==> config.mk <==
export PLATFORM = sky130hd
export DESIGN_NAME = decode_instruction_buffer
export DESIGN_NICKNAME = d
export VERILOG_FILES = /design/src/rtl/decode_instruction_buffer.sv
export SDC_FILE = /design/constraint.sdc
export NUM_CORES = 1
export LEC_CHECK = 0
export CAP_MARGIN = 20
export CORE_MARGIN = 2
export CORE_UTILIZATION = 40
export CTS_BUF_LIST = sky130_fd_sc_hd__clkbuf_8
export DETAILED_ROUTE_END_ITERATION = 8
export GPL_TIMING_DRIVEN = 0
export PLACE_DENSITY = 0.66
export REMOVE_ABC_BUFFERS = 1
export SLEW_MARGIN = 0
export SYNTH_ARGS = -nofsm -noshare
export SYNTH_HDL_FRONTEND = slang
export SYNTH_SLANG_ARGS = --single-unit
==> constraint.sdc <==
create_clock -name clk -period 4.64 [get_ports clk]
set_input_delay 1.392 -clock clk [delete_from_list [all_inputs] [get_ports clk]]
set_output_delay 1.392 -clock clk [all_outputs]
set_load 0.02 [all_outputs]
==> src/rtl/decode_instruction_buffer.sv <==
// In-order instruction buffer between fetch and decode: captures fetched
// instructions and presents the oldest one as the decode packet.
module decode_instruction_buffer #(
    parameter int DEPTH   = 4,
    parameter int ID_W    = 3,
    parameter int ECODE_W = 5
) (
    input  logic                       clk,
    input  logic                       rst,
    input  logic                       fetch_valid,
    output logic                       fetch_ready,
    input  logic [31:0]                fetch_pc,
    input  logic [31:0]                fetch_instruction,
    input  logic                       fetch_ok,
    input  logic [ECODE_W-1:0]         fetch_error_code,
    input  logic [ID_W-1:0]            fetch_id,
    output logic                       decode_valid,
    output logic [31:0]                decode_pc,
    output logic [31:0]                decode_instruction,
    output logic                       decode_ok,
    output logic [ECODE_W-1:0]         decode_error_code,
    output logic [ID_W-1:0]            decode_id,
    input  logic                       decode_advance,
    input  logic                       fetch_flush,
    output logic [$clog2(DEPTH):0]     occupancy,
    output logic                       overflow_error
);
    localparam int PTR_W = $clog2(DEPTH);
    localparam int CNT_W = PTR_W + 1;
    localparam logic [CNT_W-1:0] FULL_CNT = CNT_W'(DEPTH);

    typedef struct packed {
        logic [31:0]        pc;
        logic [31:0]        instr;
        logic               ok;
        logic [ECODE_W-1:0] ecode;
        logic [ID_W-1:0]    id;
    } entry_t;

    entry_t           r_mem [DEPTH];
    logic [PTR_W-1:0] r_rd_ptr;
    logic [PTR_W-1:0] r_wr_ptr;
    logic [CNT_W-1:0] r_count;
    logic             r_overflow;

    logic   w_ready;
    logic   w_nonempty;
    logic   w_push;
    logic   w_pop;
    entry_t w_wr_entry;
    entry_t w_head;

    // Ready depends only on registered count, so a same-cycle pop never
    // opens a slot for a push.
    assign w_ready    = (r_count < FULL_CNT);
    assign w_nonempty = (r_count != '0);
    assign w_push     = fetch_valid & w_ready & ~fetch_flush;
    assign w_pop      = decode_advance & w_nonempty & ~fetch_flush;

    assign w_wr_entry = '{pc:    fetch_pc,
                          instr: fetch_instruction,
                          ok:    fetch_ok,
                          ecode: fetch_error_code,
                          id:    fetch_id};

    // Payload storage carries no reset; outputs are qualified by decode_valid.
    always_ff @(posedge clk) begin
        if (w_push) begin
            r_mem[r_wr_ptr] <= w_wr_entry;
        end
    end

    always_ff @(posedge clk) begin
        if (rst) begin
            r_rd_ptr   <= '0;
            r_wr_ptr   <= '0;
            r_count    <= '0;
            r_overflow <= 1'b0;
        end else begin
            if (fetch_valid & ~w_ready & ~fetch_flush) begin
                r_overflow <= 1'b1;
            end
            if (fetch_flush) begin
                r_rd_ptr <= '0;
                r_wr_ptr <= '0;
                r_count  <= '0;
            end else begin
                if (w_push) begin
                    r_wr_ptr <= r_wr_ptr + PTR_W'(1);
                end
                if (w_pop) begin
                    r_rd_ptr <= r_rd_ptr + PTR_W'(1);
                end
                case ({w_push, w_pop})
                    2'b10:   r_count <= r_count + CNT_W'(1);
                    2'b01:   r_count <= r_count - CNT_W'(1);
                    default: r_count <= r_count;
                endcase
            end
        end
    end

    assign w_head = r_mem[r_rd_ptr];

    assign fetch_ready        = w_ready;
    assign decode_valid       = w_nonempty;
    assign decode_pc          = w_head.pc;
    assign decode_instruction = w_head.instr;
    assign decode_ok          = w_head.ok;
    assign decode_error_code  = w_head.ecode;
    assign decode_id          = w_head.id;
    assign occupancy          = r_count;
    assign overflow_error     = r_overflow;
endmodule

== After elaboration in Yosys (flattened, before gate mapping) ==
Memory sizes are Yosys's and may differ from the RTL's. A register that Yosys moved wholly into a read port is not among the register bits.
Cells that the tools add are included.
W data, S select, Z words.

* Bitwise operators: 8
* Order comparisons: 1
* Multiplexer cells: 5
* Reduce and logical (&&, ||, !) cells: 3
* Eq/ne operators: 2
* Add/sub/neg operators: 4

{| class="wikitable"
|+ Operators by type and width
! cell !! count
|-
| $and A1 B1 Y1 || 6
|-
| $pmux W3 S2 || 1
|-
| $add A2 B1 Y2 const B || 2
|-
| $mux W2 || 2
|-
| $add A3 B1 Y3 const B || 1
|-
| $lt A3 B3 Y1 const B || 1
|-
| $reduce_bool A3 Y1 || 1
|-
| $sub A3 B1 Y3 const B || 1
|-
| $eq A2 B1 Y1 const B || 1
|-
| $eq A2 B2 Y1 const B || 1
|-
| $mux W1 || 2
|-
| $not A1 Y1 || 2
|-
| $reduce_bool A2 Y1 || 1
|-
| $reduce_or A2 Y1 || 1
|}

* Output and inout port bits: 79
* Memory bits (writable): 292
* Register bits after elaboration: 8
* Bits of input ports: 78
* Word-level logic and storage cells: 28
* Memories: 1

{| class="wikitable"
|+ Memory list
! memory !! words !! width !! rd ports !! clocked after memory_dff !! wr ports !! line !! source
|-
| r_mem || 4 || 73 || 1 || 1 || 1 || 40 || <nowiki>entry_t r_mem [DEPTH];</nowiki>
|}

== Longest topological paths before layout ==
Gate-level depths: netlist of the first run.

* Word-level depth: 5
* Gate-level depth with buffers: 8
* Mapped depth without buffers: 8

== Worst setup path after synthesis of the first run ==
Ideal clock, no wire load.

* Kind: input port to flip-flop
* From: input fetch_flush
* To: memory r_mem[1][0] in the netlist's numbering (enable)
* Cell stages on the path: 2
* Arrival: 3.488 ns
* Path buffers: 0
* Path slack: 0.713 ns
* Library setup time: 0.439 ns
* Data required time: 4.201 ns
* Path through: nor3b_2 > and2_1

* Longest elaborated chain between the ends: 4

{| class="wikitable"
|+ RTL lines
! element !! line !! source
|-
| start, declared || 24 || <nowiki>input logic fetch_flush,</nowiki>
|-
| $not A1 Y1 || 57 || <nowiki>assign w_push = fetch_valid & w_ready & ~fetch_flush;</nowiki>
|-
| $and A1 B1 Y1 || 57 ||
|-
| $mux W1 || 68 || <nowiki>if (w_push) begin</nowiki>
|-
| $mux W1 (not written as such) || 69 || <nowiki>r_mem[r_wr_ptr] <= w_wr_entry;</nowiki>
|-
| end, declared || 40 ||
|}

Every way passes these cells.

==> flow_summary.yaml, run 1 <==
logic_synthesis:
  ys_types: 26
  syn_inst: 436
  yosys.area.top_type: "edfxtp_1"
  yosysTopAreaCellShare: 0.789
  syn-cell-area_um2: 11100
  yosysSeqAreaShare: 0.807
  yosys-top-cells-area: "edfxtp_1 (79%), mux4_2 (15%), dfxtp_1 (1.8%)"
  synth_ff_type: "edfxtp_1"
  synth-seq-cells: 302
  yosysWarningCount: 0
  avgSynthCellArea_um2: 25.5
  ys_async_sr_fraction: 0
  synth_edf_count: 292
final_layout:
  area_growth_pct: 27.0
  nFillCells: 2188
  drive_above_1_share: 0.230
  regArea_um2: 8980
  fin_nets: 715
  diodes: 0
  fin_area_um2: 14100
  multi_input_area_um2: 1920
global_route:
  grt_pass1_vias: 5762
  grt_max_degree: 41
  grt_pass1_wl_mm: 31.5
  grt_use_total: 0.142
  antenna_found_initial: 0
  gr-total-overflow: 0
sta:
  skew_ns: 0.0285
  fin_crit_sh: 0.932
  finalCriticalPeriod_ns: 4.33
  setup_slack_ns: 0.313
  fin_tns_setup_ns: 0
  max_clock_freq_mhz: 231
  setup_viol: 0
  relSlewSlack: 0.494
  rsz0062_at_grt: "false"
  worstMarginPinSlew_ns: 0.758
  slew_violations: 0
  hold_viol: 0
pwr:
  power_density_nw_per_um2: 399
  peakVddDrop_mv: 0.267
  p_total_mw: 5.63
  p_leak_nw: 4.45
clock_network:
  cts_resized: 0
  post_cts_buffers: 0
  clk_pin_slew_worst_paths_ns: 0.06
  cts_hold_buf: 0
  clock_sinks: 302
  cts_root_buffer: "clkbuf_8"
  cts_tree: "done"
  clk_latency_ns: 0.55
  cts_buffers: 48
  clock_path_buffers: 3
  htreeDepth: 2
worst_setup_path:
  start_kind: "flip-flop"
  cp.required_ns: 3.25
  path_class: "flip-flop to primary output"
  cp_data_arrival_time_ns: 2.93
  worstPathMaxFanout: 39
  endpoint_kind: "primary output"
run:
  cap_violations: 0
floorplanning:
  die_area_um2: 29100
  dieWidth_um: 171
  start_util: 0.403
  io-pin-count: 157
  core_um2: 27600
  num_rows: 61
  die_h_um: 171
placed_design:
  hpwl_mm: 11.7
  place_ws_ns: 0.801
  postPlaceCellArea_um2: 13100
  portBuffers: 156
  place_congestion: 0.733
detailed_routing:
  num_vias: 5109
  drtPass1Iterations: 5
  wire_per_inst_um: 19.6
  detail-route-antenna-nets: 0
  drc: 0
  totalWireLength_mm: 20.4
  viasPerCell: 4.90
  drtIter0Drc: 364
worst_hold_path:
  hold_path_class: "flip-flop to flip-flop"
outcome:
  status: "complete, no violations"
## layer usage
metal  vias up  routed length (um)  GRT usage
met5         -                   0          0
met4         0                 427     0.0524
met3        41                1370     0.0423
met2       157               10400      0.241
met1      2663                8270      0.174
li1       2248                   -          -
## cell usage in the layout, fill, tap and decap left out
cell type and instances:
a21oi_1 2, a31oi_1 1, and2_4 4, buf_16 6, bufinv_16 6, clkbuf_8 49, clkdlybuf4s50_1 156, clkinv_1 7
clkinv_2 11, clkinvlp_4 1, dfxtp_1 8, dfxtp_4 2, edfxtp_1 292, fa_1 1, ha_1 5, inv_1 18
mux2i_1 1, mux4_1 1, mux4_2 72, nand3_1 1, nor2_1 10, nor3b_2 1, o21ai_0 1, o311ai_0 1
o31ai_1 1, or2_2 1, or3_1 1, xnor2_1 1, xor2_1 4
## through the flow
| step | hold WS, ns | cells | util |
|---|---|---|---|
| final | 0.489 | 1043 | 0.512 |
| after global routing | 0.535 | 1043 | 0.512 |
| after CTS | 0.493 | 1043 | 0.512 |
| after detailed placement | 0.470 | 959 | 0.477 |
| after global placement | 0.467 | 953 | 0.470 |
| after floorplan | 0.485 | 419 | - |
## state kept, by name, indices dropped and copies added (netlist names), named ones only
signal and cells:
r_mem 292, occupancy 3, r_rd_ptr 2, r_wr_ptr 2
overflow_error 1
## power by group
group          total [mW]  leakage (nW)  switching (mW)  internal (mW)
sequential           3.04          2.73          0.0118           3.03
combinational       0.282          1.17           0.130          0.152
clock                2.31         0.545           0.989           1.32
total                5.63          4.45            1.13           4.50
## Yosys cell counts (2+ instances only)
cell / instances
edfxtp_1: 292
mux4_2: 72
dfxtp_1: 10
nor2_1: 10
inv_1: 8
buf_12: 7
buf_2: 7
ha_1: 5
and2_1: 4
xor2_1: 4
a21oi_1: 2
## kinds of logic after synthesis
| group | Yosys count | synth area share |
|---|---|---|
| AO/OA/AOI/OAI | 6 | 0.00338 |
| XOR/XNOR | 5 | 0.00394 |
| adder cells (fa/ha/maj) | 6 | 0.00743 |
| buffers and inverters | 25 | 0.0203 |
| flip-flops | 302 | 0.807 |
| multiplexers | 74 | 0.149 |
| AND/OR/NAND/NOR | 18 | 0.00834 |
## worst paths after layout
path                  startpoint                     end  slack, ns  depth (start not counted)
setup / recovery       flip-flop  decode_instruction[30]       0.31                          3
hold reg to reg   overflow_error          overflow_error       0.49                          2
setup reg to reg    occupancy[2]            r_mem[3][13]       2.33                          3
hold / removal    overflow_error          overflow_error       0.49                          2
## layout make-up
class,count,area share
Clock buffer,49,0.0478
Inverter,8,0.00213
Tap cell,378,0.0335
Timing Repair Buffer,162,0.122
Multi-Input combinational cell,109,0.136
Sequential cell,302,0.636
Clock inverter,35,0.0217
## worst max-delay path, stage by stage (launching register included)
cell and delay (ns):
dfxtp_4 0.84, buf_16 0.37, mux4_2 0.54, clkdlybuf4s50_1 0.60
(Power assumes the default switching activity.)
==> inputs of run 2 (changes only) <==
- ABC_AREA: default -> 1
- CTS_CLUSTER_DIAMETER: default -> 30
- MAX_ROUTING_LAYER: default -> met4
- PLACE_DENSITY: 0.66 -> 0.65
==> run 2 against run 1 <==
Compared with the run above:
- non-clock buffer count rose by 13
- die area grew 2.1%
- core utilization up 2.7 points
- clock skew shrank 0.0032 ns
- worst setup slack improved by 0.019 ns
- cell count is 34% higher
- flip-flop and latch count unchanged
- sequential share of layout area fell by 3.9 points
- critical path depth rose by 3
- routed wire length grew 27%
- count of clock-buffer cells in the layout rose by 21
- critical path type unchanged
==> flow_summary.yaml, run 2 <==
worst_setup_path:
  critPathSlowestCell: "clkdlybuf4s50_1"
  cp.required_ns: 3.25
  worstPathCellList: "buf_16 -> inv_12 -> bufbuf_16 -> o21ai_1 -> o22ai_1 -> clkdlybuf4s50_1"
  max_stage_delay_ns: 0.66
  reg2reg_slack_ns: 2.24
  start_kind: "flip-flop"
  reg2reg_depth: 5
  cp_num_buf_inv: 4
  cp.depth: 6
  cp_data_arrival_time_ns: 2.92
  path_class: "flip-flop to primary output"
  r2r_start: "occupancy[2]"
  rr_endpoint: "r_mem[3][66]"
  endpoint_kind: "primary output"
  worstPathMaxFanout: 89
  critical_path.top_delay_family: "buffers and inverters"
logic_synthesis:
  syn-cell-area_um2: 11300
  synthTopCellsByCount: "edfxtp_1 (292), nor2_1 (156), o21ai_0 (83), o22ai_1 (73), o21ai_1 (67)"
  ys_types: 21
  synth-seq-cells: 302
  avgSynthCellArea_um2: 14.6
  synth_edf_count: 292
  yosys.area_share.simple: 0.0572
  synth_adder_area_share: 0.00728
  ys_async_sr_fraction: 0
  yosysTopAreaCellShare: 0.773
  synth_most_common_cell: "edfxtp_1"
  yosys.area.top_type: "edfxtp_1"
  yosys-top-cells-area: "edfxtp_1 (77%), nor2_1 (5.2%), o22ai_1 (4.0%)"
  yosysWarningCount: 0
  yosysSeqAreaShare: 0.791
  muxShareOfSynthArea: 0
  syn_inst: 776
  synth_ff_type: "edfxtp_1"
  synth_top_family_by_area: "compound AO/OA/AOI/OAI gates"
  synth_compound_area_frac: 0.110
  yosys.area_share.xor_xnor: 0
final_layout:
  area_growth_pct: 32.5
  final_common_cell: "edfxtp_1"
  largest_reg_flops: 292
  multi_input_area_um2: 2010
  drive_above_1_share: 0.127
  diodes: 0
  nFillCells: 2339
  final_cell_mix: "edfxtp_1 (292), clkdlybuf4s50_1 (156), nor2_1 (152), o21ai_0 (83), o22ai_1 (73)"
  regArea_um2: 8980
  top_register: "r_mem"
  fin_nets: 1057
  fin_area_um2: 15000
clock_network:
  cts_tree: "done"
  cts_root_buffer: "clkbuf_8"
  clk_latency_ns: 0.56
  clk_pin_slew_worst_paths_ns: 0.05
  htreeDepth: 3
  cts_buffers: 67
  clock_path_buffers: 3
  clock_sinks: 302
sta:
  skew_ns: 0.0253
  finalCriticalPeriod_ns: 4.31
  rsz0062_at_grt: "false"
  fin_crit_sh: 0.928
  relSlewSlack: 0.564
  fin_tns_setup_ns: 0
  max_clock_freq_mhz: 232
  worstMarginPinSlew_ns: 0.653
  slew_violations: 0
  setup_slack_ns: 0.333
  hold_viol: 0
  setup_viol: 0
pwr:
  p_leak_nw: 5.12
  peakVddDrop_mv: 0.223
  power_density_nw_per_um2: 434
  p_total_mw: 6.53
outcome:
  status: "complete, no violations"
global_route:
  grt_pass1_vias: 7243
  grt_pass1_wl_mm: 38.8
  antenna_found_initial: 0
  gr-total-overflow: 0
  grt_use_total: 0.178
  grt_max_degree: 90
floorplanning:
  die_h_um: 172
  num_rows: 61
  io-pin-count: 157
  dieWidth_um: 172
  die_area_um2: 29700
  start_util: 0.407
  core_um2: 27900
detailed_routing:
  detail-route-antenna-nets: 0
  wire_per_inst_um: 18.6
  totalWireLength_mm: 26.0
  drc: 0
  num_vias: 7153
  drtPass1Iterations: 5
  drtIter0Drc: 399
  viasPerCell: 5.10
worst_hold_path:
  hold_path_class: "flip-flop to flip-flop"
  min_delay_worst_endpoint: "overflow_error"
  min_path_cells: 2
  min_from: "overflow_error"
placed_design:
  place_ws_ns: 0.321
  postPlaceCellArea_um2: 13500
  place_congestion: 0.735
  hpwl_mm: 13.6
  portBuffers: 156
run:
  cap_violations: 0
==> run 2: area by class of cell <==
cell class              instances  share of cell area
flip-flops and latches        302               0.597
inverters                      20             0.00616
well taps                     378              0.0315
clock inverters                50              0.0342
clock buffers                  70              0.0641
multi-input cells             407               0.133
repair buffers                175               0.133
==> run 2: kinds of logic after synthesis <==
family,after synthesis
buf+inv,67
flops,302
compound gates,230
fa+ha+maj,6
simple gates,171
==> run 2: worst max-delay path by stage <==
stage,to,slack (ns)
floorplan,decode_pc[11],-0.81
detailed placement,decode_instruction[1],0.32
CTS,decode_instruction[1],0.007
global placement,decode_pc[20],-4.39
global route,decode_pc[10],0.11
finish,decode_id[2],0.33
==> run 2: what timing repair did <==
action                                  4_1_cts  5_1_grt
gates resized for setup                       2        2
gates cloned                                  1        0
buffers inserted                              1        2
hold buffers                                  0        0
endpoints found under the setup margin       61       30
==> run 2: through the flow <==
stage               instances  utilization  hold WS, ns
floorplan                 729            -        0.462
global placement         1263        0.469        0.462
detailed placement       1278        0.483        0.477
CTS                      1400        0.538        0.490
global route             1402        0.539        0.540
finish                   1402        0.539        0.492
==> run 2: worst min-delay path: stages, from the launching register on <==
cell     delay (ns)
dfxtp_1        0.33
a31oi_1        0.04
nor2_1         0.08
==> run 2: per-layer routing <==
metal | track usage | vias up | wire length, um
met1 | 0.212 | 3550 | 11100
met3 | 0.0563 | 47 | 1930
met2 | 0.286 | 221 | 12500
met4 | 0.0665 | 0 | 523
met5 | - | - | 0
li1 | - | 3335 | -
==> run 2: power by group <==
| part | internal [mW] | total (mW) | switching (mW) | leakage, nW |
|---|---|---|---|---|
| sequential | 3.04 | 3.05 | 0.0107 | 2.73 |
| combinational | 0.149 | 0.313 | 0.164 | 1.60 |
| clock | 1.98 | 3.16 | 1.18 | 0.783 |
